$ cat src/rtl/cpu_pkg.sv
// rtl/cpu_pkg.sv - shared opcode, flag and branch-decode definitions
// Purpose: opcode constants, flag bit positions and the branch decode helpers
//          used by branch_interrupt_controller.
// Ports:   none (package).
`timescale 1ns/1ps
package cpu_pkg;

  localparam int OPC_W = 5;

  // execute-stage flag vector layout {Z,C,N,V}
  localparam int FLAG_Z = 3;
  localparam int FLAG_C = 2;
  localparam int FLAG_N = 1;
  localparam int FLAG_V = 0;

  localparam logic [OPC_W-1:0] OPC_JMP  = 5'b11000;
  localparam logic [OPC_W-1:0] OPC_CALL = 5'b11001;
  localparam logic [OPC_W-1:0] OPC_RET  = 5'b10000;
  localparam logic [OPC_W-1:0] OPC_RETI = 5'b10010;
  localparam logic [OPC_W-1:0] OPC_JC   = 5'b11100;
  localparam logic [OPC_W-1:0] OPC_JNC  = 5'b11101;
  localparam logic [OPC_W-1:0] OPC_JZ   = 5'b11110;
  localparam logic [OPC_W-1:0] OPC_JNZ  = 5'b11111;

  typedef enum logic [2:0] {
    BR_NONE,
    BR_JMP,
    BR_CALL,
    BR_RET,
    BR_RETI,
    BR_JCC
  } br_kind_e;

  function automatic br_kind_e decode_op(input logic [OPC_W-1:0] opc);
    case (opc)
      OPC_JMP:                           return BR_JMP;
      OPC_CALL:                          return BR_CALL;
      OPC_RET:                           return BR_RET;
      OPC_RETI:                          return BR_RETI;
      OPC_JC, OPC_JNC, OPC_JZ, OPC_JNZ:  return BR_JCC;
      default:                           return BR_NONE;
    endcase
  endfunction

  function automatic logic jcc_taken(input logic [OPC_W-1:0] opc,
                                     input logic z, input logic c);
    case (opc)
      OPC_JC:  return c;
      OPC_JNC: return !c;
      OPC_JZ:  return z;
      OPC_JNZ: return !z;
      default: return 1'b0;
    endcase
  endfunction

endpackage

$ cat src/rtl/return_stack.sv
// rtl/return_stack.sv - non-wrapping return-address stack with sticky error
// Purpose: LIFO of return addresses. Push when full and pop when empty are
//          discarded and latch err. Reset empties the stack and its contents.
// Ports:   clk, reset (async active-low), push, pop, push_data in;
//          data (top entry, 0 when empty), full, empty, err out.
`timescale 1ns/1ps
module return_stack #(
  parameter int W     = 8,
  parameter int DEPTH = 4
) (
  input  logic         clk,
  input  logic         reset,
  input  logic         push,
  input  logic         pop,
  input  logic [W-1:0] push_data,
  output logic [W-1:0] data,
  output logic         full,
  output logic         empty,
  output logic         err
);

  localparam int PTR_W = $clog2(DEPTH + 1);
  localparam int IDX_W = (DEPTH > 1) ? $clog2(DEPTH) : 1;

  logic [W-1:0]     mem_q [DEPTH];
  logic [W-1:0]     mem_d [DEPTH];
  logic [PTR_W-1:0] ptr_q, ptr_d;
  logic             err_q, err_d;
  logic [IDX_W-1:0] wr_idx, top_idx;

  assign full    = (ptr_q == PTR_W'(DEPTH));
  assign empty   = (ptr_q == '0);
  assign wr_idx  = IDX_W'(ptr_q);
  assign top_idx = IDX_W'(ptr_q - 1'b1);
  assign data    = empty ? '0 : mem_q[top_idx];
  assign err     = err_q;

  always_comb begin
    mem_d = mem_q;
    ptr_d = ptr_q;
    err_d = err_q | (push & full) | (pop & empty);
    if (push) begin
      if (!full) begin
        mem_d[wr_idx] = push_data;
        ptr_d         = ptr_q + 1'b1;
      end
    end else if (pop && !empty) begin
      ptr_d = ptr_q - 1'b1;
    end
  end

  always_ff @(posedge clk or negedge reset) begin
    if (!reset) begin
      ptr_q <= '0;
      err_q <= 1'b0;
      for (int i = 0; i < DEPTH; i++) mem_q[i] <= '0;
    end else begin
      ptr_q <= ptr_d;
      err_q <= err_d;
      mem_q <= mem_d;
    end
  end

endmodule

$ cat src/rtl/branch_interrupt_controller.sv
// rtl/branch_interrupt_controller.sv - branch redirect and vectored interrupt entry
// Purpose: decodes branches in the decode slot, resolves conditional jumps
//          against execute flags, manages CALL/RET through a return stack and
//          accepts edge-detected interrupts (lowest line wins, no nesting).
// Ports:   clk, reset (async active-low), ins, current_address, flag_ex,
//          interrupt in; pc_mux_sel, jmp_loc, flush, isr_active, stack_err out.
`timescale 1ns/1ps
module branch_interrupt_controller
  import cpu_pkg::*;
#(
  parameter int                ADDR_W      = 8,
  parameter int                INS_W       = 20,
  parameter int                NUM_IRQ     = 4,
  parameter int                STACK_DEPTH = 4,
  parameter logic [ADDR_W-1:0] VEC_BASE    = 8'hF0
) (
  input  logic               clk,
  input  logic               reset,
  input  logic [INS_W-1:0]   ins,
  input  logic [ADDR_W-1:0]  current_address,
  input  logic [3:0]         flag_ex,
  input  logic [NUM_IRQ-1:0] interrupt,
  output logic               pc_mux_sel,
  output logic [ADDR_W-1:0]  jmp_loc,
  output logic               flush,
  output logic               isr_active,
  output logic               stack_err
);

  localparam int IRQ_W = (NUM_IRQ > 1) ? $clog2(NUM_IRQ) : 1;

  logic [OPC_W-1:0]   opcode;
  logic [ADDR_W-1:0]  target;
  br_kind_e           br_kind;

  logic [NUM_IRQ-1:0] irq_hist_q, pending_q, pending_d, irq_rise;
  logic               pc_mux_sel_q, pc_mux_sel_d;
  logic [ADDR_W-1:0]  jmp_loc_q, jmp_loc_d;
  logic               isr_active_q, isr_active_d;
  logic [IRQ_W-1:0]   irq_idx;
  logic               irq_take;

  logic               stk_push, stk_pop, stk_full, stk_empty;
  logic [ADDR_W-1:0]  stk_push_data, stk_top;

  logic               unused_bits;

  assign opcode   = ins[INS_W-1:INS_W-OPC_W];
  assign target   = ins[ADDR_W-1:0];
  assign br_kind  = decode_op(opcode);
  assign irq_rise = interrupt & ~irq_hist_q;

  // Middle instruction bits and N/V flags take no part in branching.
  assign unused_bits = ^{ins[INS_W-OPC_W-1:ADDR_W], flag_ex[FLAG_N], flag_ex[FLAG_V]};

  // Lowest pending index wins.
  always_comb begin
    irq_idx = '0;
    for (int i = NUM_IRQ - 1; i >= 0; i--) begin
      if (pending_q[i]) irq_idx = IRQ_W'(i);
    end
  end

  // Acceptance is held off in the flush shadow so the pushed return address
  // is always that of a real, on-path instruction.
  assign irq_take = (|pending_q) && !isr_active_q && !stk_full && !pc_mux_sel_q;

  always_comb begin
    pending_d     = pending_q | irq_rise;
    pc_mux_sel_d  = 1'b0;
    jmp_loc_d     = jmp_loc_q;
    isr_active_d  = isr_active_q;
    stk_push      = 1'b0;
    stk_pop       = 1'b0;
    stk_push_data = current_address + 1'b1;

    if (irq_take) begin
      // The slot instruction is squashed and becomes the resume point.
      stk_push           = 1'b1;
      stk_push_data      = current_address;
      jmp_loc_d          = VEC_BASE + ADDR_W'(irq_idx);
      pc_mux_sel_d       = 1'b1;
      isr_active_d       = 1'b1;
      pending_d[irq_idx] = irq_rise[irq_idx];
    end else if (!pc_mux_sel_q) begin
      unique case (br_kind)
        BR_JMP: begin
          pc_mux_sel_d = 1'b1;
          jmp_loc_d    = target;
        end
        BR_CALL: begin
          stk_push     = 1'b1;
          pc_mux_sel_d = 1'b1;
          jmp_loc_d    = target;
        end
        BR_JCC: begin
          if (jcc_taken(opcode, flag_ex[FLAG_Z], flag_ex[FLAG_C])) begin
            pc_mux_sel_d = 1'b1;
            jmp_loc_d    = target;
          end
        end
        BR_RET, BR_RETI: begin
          stk_pop      = 1'b1;
          pc_mux_sel_d = 1'b1;
          jmp_loc_d    = stk_empty ? '0 : stk_top;
          if (br_kind == BR_RETI) isr_active_d = 1'b0;
        end
        default: ;
      endcase
    end
  end

  always_ff @(posedge clk or negedge reset) begin
    if (!reset) begin
      irq_hist_q   <= '0;
      pending_q    <= '0;
      pc_mux_sel_q <= 1'b0;
      jmp_loc_q    <= '0;
      isr_active_q <= 1'b0;
    end else begin
      irq_hist_q   <= interrupt;
      pending_q    <= pending_d;
      pc_mux_sel_q <= pc_mux_sel_d;
      jmp_loc_q    <= jmp_loc_d;
      isr_active_q <= isr_active_d;
    end
  end

  return_stack #(
    .W     (ADDR_W),
    .DEPTH (STACK_DEPTH)
  ) u_return_stack (
    .clk       (clk),
    .reset     (reset),
    .push      (stk_push),
    .pop       (stk_pop),
    .push_data (stk_push_data),
    .data      (stk_top),
    .full      (stk_full),
    .empty     (stk_empty),
    .err       (stack_err)
  );

  assign pc_mux_sel = pc_mux_sel_q;
  assign flush      = pc_mux_sel_q;
  assign jmp_loc    = jmp_loc_q;
  assign isr_active = isr_active_q;

endmodule

$ cat config.mk
export PLATFORM = sky130hd
export DESIGN_NAME = branch_interrupt_controller
export DESIGN_NICKNAME = d
export VERILOG_FILES = /design/src/rtl/cpu_pkg.sv /design/src/rtl/return_stack.sv /design/src/rtl/branch_interrupt_controller.sv
export SDC_FILE = /design/constraint.sdc
export NUM_CORES = 1
export LEC_CHECK = 0
export ABC_AREA = 1
export CORE_UTILIZATION = 54
export DETAILED_ROUTE_END_ITERATION = 12
export PLACE_DENSITY = 0.83
export SLEW_MARGIN = 20
export SYNTH_ARGS = -nofsm -noshare
export SYNTH_HDL_FRONTEND = slang
export SYNTH_SLANG_ARGS = --single-unit
$ cat constraint.sdc
create_clock -name clk -period 2.61 [get_ports clk]
set_clock_uncertainty 0.2 [all_clocks]
set_input_delay 0.522 -clock clk [delete_from_list [all_inputs] [get_ports clk]]
set_output_delay 0.522 -clock clk [all_outputs]
set_load 0.02 [all_outputs]
==> PnR_summary.wiki <==
{| class="wikitable"
! Metric !! Value
|-
| Cell Pwr Density || 1083 nW/um^2
|-
| Unrepaired setup endpoints after global routing || false
|-
| Post-route worst hold slack || 0.2612 ns
|-
| Area growth from synthesis to layout || 18.87%
|-
| Number of core rows || 27
|-
| Post-CTS Setup Repair Bufs || 0
|-
| Tcrit/Tclk final || 88.33%
|-
| Leakage power of the design || 1.886 nW
|-
| Average cell area after synthesis || 7.434 sq um
|-
| Total Routing Usage GR || 24.02%
|-
| Clock latency on the worst-skew pair || 0.31 ns
|-
| Drt first-iter violations || 159
|-
| Count of different cell masters after synthesis || 31
|-
| Worst voltage drop across the vdd grid || 458.0 uV
|-
| Effective utilization at floorplan || 55.76%
|-
| Die ar. || 5992 sq um
|-
| Number of max-slew violations in the final report || 0
|-
| Filler instances || 466
|-
| Max clock buf depth || 2
|-
| Element type at the critical path end || flip-flop
|-
| Number of warning messages in the yosys log || 0
|-
| Die width || 77.41 um
|-
| Multi-input combinational cell area || 1474 sq um
|-
| Maximum level of the CTS H-tree || 2
|-
| Number of antenna violations at the first check in global routing || 0
|-
| Proportion of synthesized chip area in sequential cells || 44.01%
|-
| Sequential standard cell area || 1351 sq um
|-
| Terminus of the critical flop-to-flop path || u_return_stack.mem_q[30]$_DFFE_PN0P_
|-
| Class of the most critical hold timing path || reg -> reg
|-
| Worst reg2reg path startpoint || u_return_stack.ptr_q[1]$_DFFE_PN0P_
|-
| Synthesized netlist net count || 457
|-
| Fraction of final layout cells with drive strength greater than 1 || 8.114%
|-
| Die Ht || 77.41 um
|-
| Hold path startpoint || irq_hist_q[0]$_DFF_PN0_
|-
| Actual transition at the worst max-transition pin || 0.5444 ns
|-
| Arrival time of data at the critical path endpoint || 2.33 ns
|-
| Maximum number of pins on one net before global-route repair || 33
|-
| Total gr overflow || 0
|-
| DRC violations left || 0
|-
| HPWL after detailed placement || 4945 um
|-
| Placeable core area || 5507 sq um
|-
| Worst-path clk slew || 0.10 ns
|-
| Register bit total from synthesis || 54
|-
| Vias per cell || 5.328
|-
| Cell area after technology mapping || 3070 sq um
|-
| Register-to-register setup slack || 0.30 ns
|-
| Via count of the first global-routing pass || 2638
|-
| Worst Setup Start Kind || flip-flop
|-
| Hold endpoint || pending_q[0]$_DFF_PN0_
|-
| Data required time of the worst path || 2.63 ns
|-
| Wire length of the first global-routing pass || 11480 um
|-
| Clock buffer count from CTS || 5
|-
| # port buffers || 40
|-
| Final antenna-violating net count || 0
|-
| Routability-driven placement congestion ratio || 0.8668
|-
| Logic depth of the worst register-to-register path || 11
|-
| Number of inserted diodes || 0
|-
| CTS Root Cell || clkbuf_8
|-
| Shortest clock period the worst path allows after layout || 2.305 ns
|-
| Worst max-slew margin expressed relative to the limit || 63.71%
|-
| CTS tree || yes
|-
| Max Cap Violations || 0
|-
| Nets || 499
|-
| Final setup violation count || 0
|-
| Io pins || 50
|-
| Via count || 2813
|-
| Synth Instances || 413
|-
| Routed WL || 6823 um
|-
| Critical path fanouts, max || 11
|-
| Status || complete, no violations
|-
| Wire length per cell after detailed routing || 12.92 um
|-
| Kind of critical path || reg -> reg
|-
| Final TNS setup || 0 ns
|-
| Cells on Worst Hold Path || 1
|-
| Total iterations of the first detailed-routing run || 5
|-
| Sink count of the clock tree || 54
|-
| Endpoints failing hold || 0
|-
| Maximum operating frequency || 0.4338 GHz
|}
[worst max-delay path by stage]
stage	startpoint	endpoint	slack, ns	cells after the start
after floorplan	u_return_stack.ptr_q[0]$_DFFE_PN0P_	u_return_stack.mem_q[24]$_DFFE_PN0P_	0.28	11
after global placement	ins[15]	u_return_stack.mem_q[30]$_DFFE_PN0P_	0.08	11
after detailed placement	ins[16]	u_return_stack.mem_q[30]$_DFFE_PN0P_	0.04	12
after CTS	u_return_stack.ptr_q[1]$_DFFE_PN0P_	u_return_stack.mem_q[30]$_DFFE_PN0P_	0.32	11
after global routing	u_return_stack.ptr_q[1]$_DFFE_PN0P_	u_return_stack.mem_q[11]$_DFFE_PN0P_	0.13	11
final	u_return_stack.ptr_q[1]$_DFFE_PN0P_	u_return_stack.mem_q[30]$_DFFE_PN0P_	0.30	11
[cells in the mapped netlist, drive strengths merged]
library cell,number,share of area (%)
or2,4,0.81
nand2,163,21
clkinv,1,0.12
nor2,15,2.4
ha,6,2.4
a21boi,1,0.24
buf,11,2.2
dfrtp,54,44
a31oi,1,0.20
xor2,5,1.7
inv,44,5.4
o21ai,37,6.2
o22ai,1,0.20
clkbuf,2,0.24
a21oi,9,1.5
nand4,6,1.2
nand3,48,8.5
mux2i,1,0.33
xnor2,4,1.4
[report_power, final]
part	total, mW	switching, mW	internal, mW
Combinational	2.06	1.28	0.786
Sequential	1.39	0.207	1.19
Clock	0.494	0.280	0.214
Total	3.95	1.77	2.19
[stage by stage]
stage                     cells  power, mW  area [sq um]  worst slack, ns  util [%]
after floorplan             413      2.851          3070           0.2781         -
after global placement      519      3.378          3545          0.08388     64.37
after detailed placement    519      3.455          3545          0.04173     64.37
after CTS                   528      3.950          3650           0.3200     66.28
after global routing        528      4.287          3650           0.1307     66.28
final                       528      3.951          3650           0.3047     66.28
[repair_timing]
action / in CTS / in global routing
hold buffers: 1 / 0
endpoints found under the hold margin: 8 / 0
resized for setup: 0 / 0
[state kept, by name, summed over array words and instances (netlist names)]
signal / cells
flush: 1
u_return_stack.ptr_q: 3
pending_q: 4
isr_active: 1
u_return_stack.err: 1
irq_hist_q: 4
jmp_loc: 8
u_return_stack.mem_q: 32
[layout by cell type (no fill, tap or decap), types with 2 or more instances in the layout]
cell / count
a21oi_1: 9
buf_4: 6
clkbuf_8: 6
clkdlybuf4s50_1: 39
dfrtp_1: 54
ha_1: 6
inv_1: 42
inv_2: 2
nand2_1: 158
nand2_4: 4
nand3_1: 44
nand3_2: 4
nand4_1: 6
nor2_1: 12
nor2_4: 2
o21ai_0: 36
or2_2: 4
xnor2_1: 3
xor2_1: 4
[cell type report]
type                       instances  share of cell area, %
clock buffer                       6                  2.263
clock inverter                     2                 0.3428
inverter                          45                  4.628
multi-input combinational        301                  40.38
sequential                        54                  37.02
tap                               72                  2.468
timing repair buffer              48                  12.89
[logic make-up (layout without fill, tap and decap cells)]
kind of cell             count (synthesis)  after routing  share of synthesized area [%]
AND/OR/NAND/NOR                        236            236                          33.90
buffers and inverters                   58            101                          7.986
flip-flops                              54             54                          44.01
AO/OA/AOI/OAI                           49             49                          8.272
XOR/XNOR                                 9              9                          3.057
adder cells (fa/ha/maj)                  6              6                          2.445
multiplexers                             1              1                         0.3260
[critical path, stage by stage (launching register included)]
cell	delay, ns
dfrtp_1	0.43
inv_1	0.11
ha_1	0.24
nand2_4	0.10
nand3_2	0.10
inv_2	0.07
nand2_4	0.14
buf_4	0.23
nand4_1	0.11
xor2_1	0.32
nand2_1	0.08
o21ai_0	0.08
[routing by layer]
layer,up-vias,wire length (um),global-route usage (%)
li1,1391,-,-
met1,1304,3000,30.78
met2,110,3362,42.04
met3,8,404,3.882
met4,0,55,6.415
met5,-,0,0
Power figures use the tool's default switching activity.
==> variant 1: new RTL, same settings <==
Make the reset (`reset`) synchronous in 2 clocked blocks. Comments in the files are not updated.
--- a/src/rtl/return_stack.sv
+++ b/src/rtl/return_stack.sv
@@ -50,5 +50,5 @@
   end
 
-  always_ff @(posedge clk or negedge reset) begin
+  always_ff @(posedge clk) begin
     if (!reset) begin
       ptr_q <= '0;
--- a/src/rtl/branch_interrupt_controller.sv
+++ b/src/rtl/branch_interrupt_controller.sv
@@ -111,5 +111,5 @@
   end
 
-  always_ff @(posedge clk or negedge reset) begin
+  always_ff @(posedge clk) begin
     if (!reset) begin
       irq_hist_q   <= '0;
Formal check against the unedited RTL: differs if reset is asserted again (counterexample within 4 cycles, from zero or initial values and one cycle with reset low); with reset held inactive, the same outputs for 10 cycles.
==> variant 1 against the unedited design <==
- total power is 13% lower
- wire length grew 9.7%
- critical path depth is 1 higher
- critical endpoint is now u_return_stack.ptr_q[0]
- worst setup slack worse by 0.12 ns
- final area increased by 0.58%
- sequential cell count unchanged
- synthesized area grew 2.1%
==> variant 1: results (changes against the unedited design) <==
Global routing
  – Antenna violations before repair: 0 (unchanged)
  – First-pass GRT wire length: 13000 um (+13%)
  – Total GRT Usage: 0.263 (+0.0224)
  – Number of global-route vias before repair: 2865 (+8.6%)
  – Largest net degree at the start of global routing: 23 (-30%)

Setup path
  – Critical-path top delay cell: clkdlybuf4s50_1
  – CP arrival: 2.45 ns (+0.12 ns)
  – Crit-path max FO: 16 (+5)
  – FF-to-FF path depth: 12 (+1)
  – Critical Path Max Stage Delay: 0.51 ns (+0.08 ns)
  – Worst path top cell family by delay: simple AND/OR/NAND/NOR gates

Clocking
  – Clock-pin slew on the worst setup and hold paths: 0.09 ns
  – Longest Clk Path Bufs: 2 (unchanged)
  – Root buffer cell: clkbuf_8
  – Worst skew pair latency: 0.30 ns
  – Post-CTS sizing: 0 (unchanged)
  – CTS Buf Count: 5 (unchanged)
  – CTS Hold Buffers Added: 0 (-1)
  – CTS H-Tree Depth: 2 (unchanged)
  – Post-CTS Setup Repair Bufs: 0 (unchanged)

Pwr
  – VDD IR-drop max: 0.585 mV (+28%)
  – Leak: 0.00163 uW (-13%)

Route
  – Initial DRC Count: 270 (+70%)
  – Avg Vias per Cell: 5.32 (-0.23%)
  – DRT Pass-1 Iters: 5 (unchanged)
  – Final WL: 7480 um (+9.7%)

Placed design
  – Placer Congestion: 0.861 (-0.69%)
  – Detailed Place HPWL: 5480 um (+11%)
  – Port Buf Inserts: 40 (unchanged)
  – Place WS: -0.123 ns (-0.164 ns)

Min path
  – Min-Delay Path Depth: 2 (+1)
  – Hold Crit Class: flop to flop

Logic synthesis
  – Asr flop ratio synth: 0 (-1.00)
  – Synth area leaders: dfxtp_1 (34%), nand2_1 (18%), a21oi_1 (7.2%), nor2_1 (6.5%), nand3_1 (6.1%)
  – Most common library cells after synthesis: nand2_1 (153), dfxtp_1 (54), nor2_1 (54)
  – Main synth FF type: dfxtp_1
  – Distinct cells, synth: 32 (+3.2%)
  – Syn_nets: 531 (+16%)
  – Yosys warns: 0 (unchanged)
  – Register area share after synthesis: 0.345 (-0.0952)

Timing
  – Worst-margin pin slew: 0.557 ns (+0.0123 ns)

Cells and area
  – Largest Register: u_return_stack.mem_q
  – # fillers: 508 (+9.0%)
  – Nets: 568 (+14%)
  – Layout cells sized above 1: 0.0802 (-0.000988)
  – # diodes: 0 (unchanged)
  – Max reg flops: 32 (unchanged)

Status
  – Status: completed
-- variant 1: cell types whose count changed after synthesis, sizes merged, moves of 8 or more --
cell    unedited run  this run
nand4              6        18
dfrtp             54         0
o21ai             37        18
nand3             48        40
clkbuf             2        11
nor2              15        59
dfxtp              0        54
a21oi              9        45
-- variant 1: area by class of cell --
| cell class | count | area (um^2) | area share |
|---|---|---|---|
| inverters | 47 | 176 | 0.0481 |
| flip-flops and latches | 54 | 1080 | 0.294 |
| multi-input cells | 363 | 1750 | 0.476 |
| repair buffers | 53 | 498 | 0.136 |
| clock buffers | 7 | 76.3 | 0.0208 |
| well taps | 72 | 90.1 | 0.0245 |
-- variant 1: cell families (layout without fill, tap and decap cells) --
kind of cell,count (synthesis),count (layout),synth area share
and+or+nand+nor,284,284,0.400
AOI/OAI and AO/OA,65,65,0.105
buffers and inverters,70,107,0.0986
xor gates and xnor gates,8,8,0.0271
DFF,54,54,0.345
adders and majority gates,6,6,0.0240
-- variant 1: stage by stage --
step           std cells  utilization  instance area, um^2  setup TNS (ns)
5_1_grt              596        0.663                 3670               0
2_1_floorplan        487            -                 3130               0
3_5_place_dp         589        0.648                 3590          -0.996
3_3_place_gp         589        0.648                 3590          -0.378
6_report             596        0.663                 3670               0
4_1_cts              596        0.662                 3670               0
-- variant 1: path summary, 6_finish.rpt --
kind,end,slack [ns],startpoint
setup reg to reg,u_return_stack.ptr_q[0],0.24,u_return_stack.ptr_q[1]
hold / removal,u_return_stack.mem_q[12],0.27,u_return_stack.mem_q[12]
setup / recovery,u_return_stack.ptr_q[0],0.18,ins[15]
hold reg to reg,u_return_stack.mem_q[12],0.27,u_return_stack.mem_q[12]
-- variant 1: worst register-to-register path, stage by stage, from the launching register on --
cell and delay (ns):
dfxtp_1 0.35, inv_1 0.11, ha_1 0.21, nand2_2 0.07, nand2_1 0.10, inv_2 0.05
nand2_4 0.24, inv_1 0.20, nor2_2 0.19, nand3_1 0.17, nand2_2 0.14, nand2_1 0.06
a21oi_1 0.17
-- variant 1: layer usage --
layer | up-vias | track usage | wire (um)
li1 | 1623 | - | -
met1 | 1431 | 0.345 | 3440
met2 | 104 | 0.444 | 3470
met3 | 10 | 0.0384 | 461
met4 | 0 | 0.0778 | 114
met5 | - | 0 | 0
-- variant 1: power breakdown --
group          internal [uW]  total, uW  switching, uW  leakage [uW]
Sequential              1010       1120            113      0.000442
Clock                    186        442            257     0.0000383
Combinational            656       1860           1200       0.00115
Total                   1850       3420           1570       0.00163
==> variant 2: new RTL, same settings <==
Made on the original files. Take the reset off `pending_q` and load it in a clocked block of its own.
--- a/src/rtl/branch_interrupt_controller.sv
+++ b/src/rtl/branch_interrupt_controller.sv
@@ -114,5 +114,4 @@
     if (!reset) begin
       irq_hist_q   <= '0;
-      pending_q    <= '0;
       pc_mux_sel_q <= 1'b0;
       jmp_loc_q    <= '0;
@@ -120,9 +119,12 @@
     end else begin
       irq_hist_q   <= interrupt;
-      pending_q    <= pending_d;
       pc_mux_sel_q <= pc_mux_sel_d;
       jmp_loc_q    <= jmp_loc_d;
       isr_active_q <= isr_active_d;
     end
+  end
+
+  always_ff @(posedge clk) begin
+    pending_q <= pending_d;
   end
 
Check against the original RTL: not equivalent (a bounded check fails within 4 cycles, from zero or initial values and one cycle with reset low).
==> variant 2 against the unedited design <==
- sequential cell count is the same
- worst setup slack lost 0.052 ns
- synthesized area shrank 0.65%
- wire length shrank 2.5%
- via count shrank 3.4%
- non-clock buffer count is the same
- synthesized cell count is the same
- total power grew 0.35%
- final area shrank 0.62%
- global-route usage is essentially flat
- count of clock-buffer cells in the layout grew 1
- highest routed layer unchanged
==> variant 2: results (changes against the unedited design) <==
Status
  – Status: completed

Timing
  – Slew Limit Headroom: 0.710 (+0.0729)
  – Crit share post-route: 0.903 (+0.0200)

Clocking
  – Post-CTS sizing: 0 (unchanged)
  – CTS H-Tree Depth: 2 (unchanged)
  – CTS Hold Buffers Added: 1 (unchanged)
  – Root buffer cell: clkbuf_8
  – Worst skew pair latency: 0.31 ns (about the same)
  – Clock-pin slew on the worst setup and hold paths: 0.10 ns (about the same)

Placed design
  – Post-DP Area: 3510 um^2 (-0.92%)
  – Post-placement cell count: 519 (unchanged)
  – Place WS: -0.0644 ns (-0.106 ns)
  – Placer Congestion: 0.839 (-3.3%)
  – Detailed Place HPWL: 4910 um (-0.76%)

Cells and area
  – Multi-input logic portion of the cell area: 0.406 (+0.00251)
  – Repair and plain buffers: 48 (unchanged)
  – Max reg flops: 32 (unchanged)
  – Signal buf overhead: 0.126 (-0.00265)
  – Nets: 499 (unchanged)
  – Num sequential: 54 (unchanged)
  – Multi-In Gates: 301 (unchanged)
  – Layout Cells excl Fill: 528 (unchanged)
  – Layout clock buffers: 7 (+1)
  – Sequential cell area share: 0.367 (-0.00322)
  – Largest Register: u_return_stack.mem_q
  – FF+latch area: 1330 um^2 (-1.5%)
  – Layout cells sized above 1: 0.0811 (unchanged)
  – Clk cell area share: 0.0290 (+0.00292)

Setup path
  – CP arrival: 2.35 ns (+0.02 ns)
  – R2r endpoint: u_return_stack.mem_q[30]
  – Crit-path max FO: 14 (+3)
  – Worst R2R Setup Slack: 0.25 ns (-0.05 ns)
  – Worst path top cell family by delay: simple AND/OR/NAND/NOR gates
  – Crit start category: flop

Global routing
  – Largest net degree at the start of global routing: 22 (-33%)
  – Number of global-route vias before repair: 2571 (-2.5%)
  – First-pass GRT wire length: 11400 um (-1.1%)
  – Total GRT Usage: 0.240 (about the same)
  – Antenna violations before repair: 0 (unchanged)

Pwr
  – Net switching power figure: 1750 uW (-0.87%)
  – Comb. pwr: 2050 uW
  – VDD IR-drop max: 0.528 mV (+15%)
  – Internal power: 2220 uW (+1.3%)
  – Leak: 0.00188 uW (-0.25%)

Floorplan
  – Die ar.: 5950 um^2 (-0.63%)

Logic synthesis
  – Yosys warns: 0 (unchanged)
  – Most common library cells after synthesis: nand2_1 (158), dfrtp_1 (50), nand3_1 (44)
  – Asr flop ratio synth: 0.926 (-0.0741)
  – Distinct cells, synth: 32 (+3.2%)
  – Register area share after synthesis: 0.436 (-0.00367)
  – Synth area leaders: dfrtp_1 (41%), nand2_1 (19%), nand3_1 (7.2%), o21ai_0 (5.9%), inv_1 (5.2%)
  – Syn_nets: 457 (unchanged)

Route
  – Final WL: 6650 um (-2.5%)
  – DRT Pass-1 Iters: 4 (-1)
  – Initial DRC Count: 195 (+23%)
  – Vias: 2716 (-3.4%)

Min path
  – Hold Crit Class: flop to flop
  – Hold Startpoint: irq_hist_q[0]
## variant 2: layer usage
layer	track usage	wire (um)
met1	0.310	3100
met2	0.398	3130
met3	0.0452	295
met4	0.0906	127
met5	0	0
## variant 2: logic make-up (layout without fill, tap and decap cells)
| group | after synthesis | after routing | share of synthesized area |
|---|---|---|---|
| AOI/OAI and AO/OA | 49 | 49 | 0.0833 |
| buffers and inverters | 58 | 101 | 0.0804 |
| xor gates and xnor gates | 9 | 9 | 0.0308 |
| DFF | 54 | 54 | 0.436 |
| and+or+nand+nor | 236 | 236 | 0.341 |
| adders and majority gates | 6 | 6 | 0.0246 |
| muxes | 1 | 1 | 0.00328 |
## variant 2: worst min-delay path by stage
stage,cells after the start,slack (ns),end
3_5_place_dp,1,0.25,pending_q[0]
3_3_place_gp,2,0.25,u_return_stack.err
2_1_floorplan,0,0.03,flush
6_report,1,0.26,pending_q[0]
5_1_grt,2,0.29,u_return_stack.err
4_1_cts,1,0.27,pending_q[0]
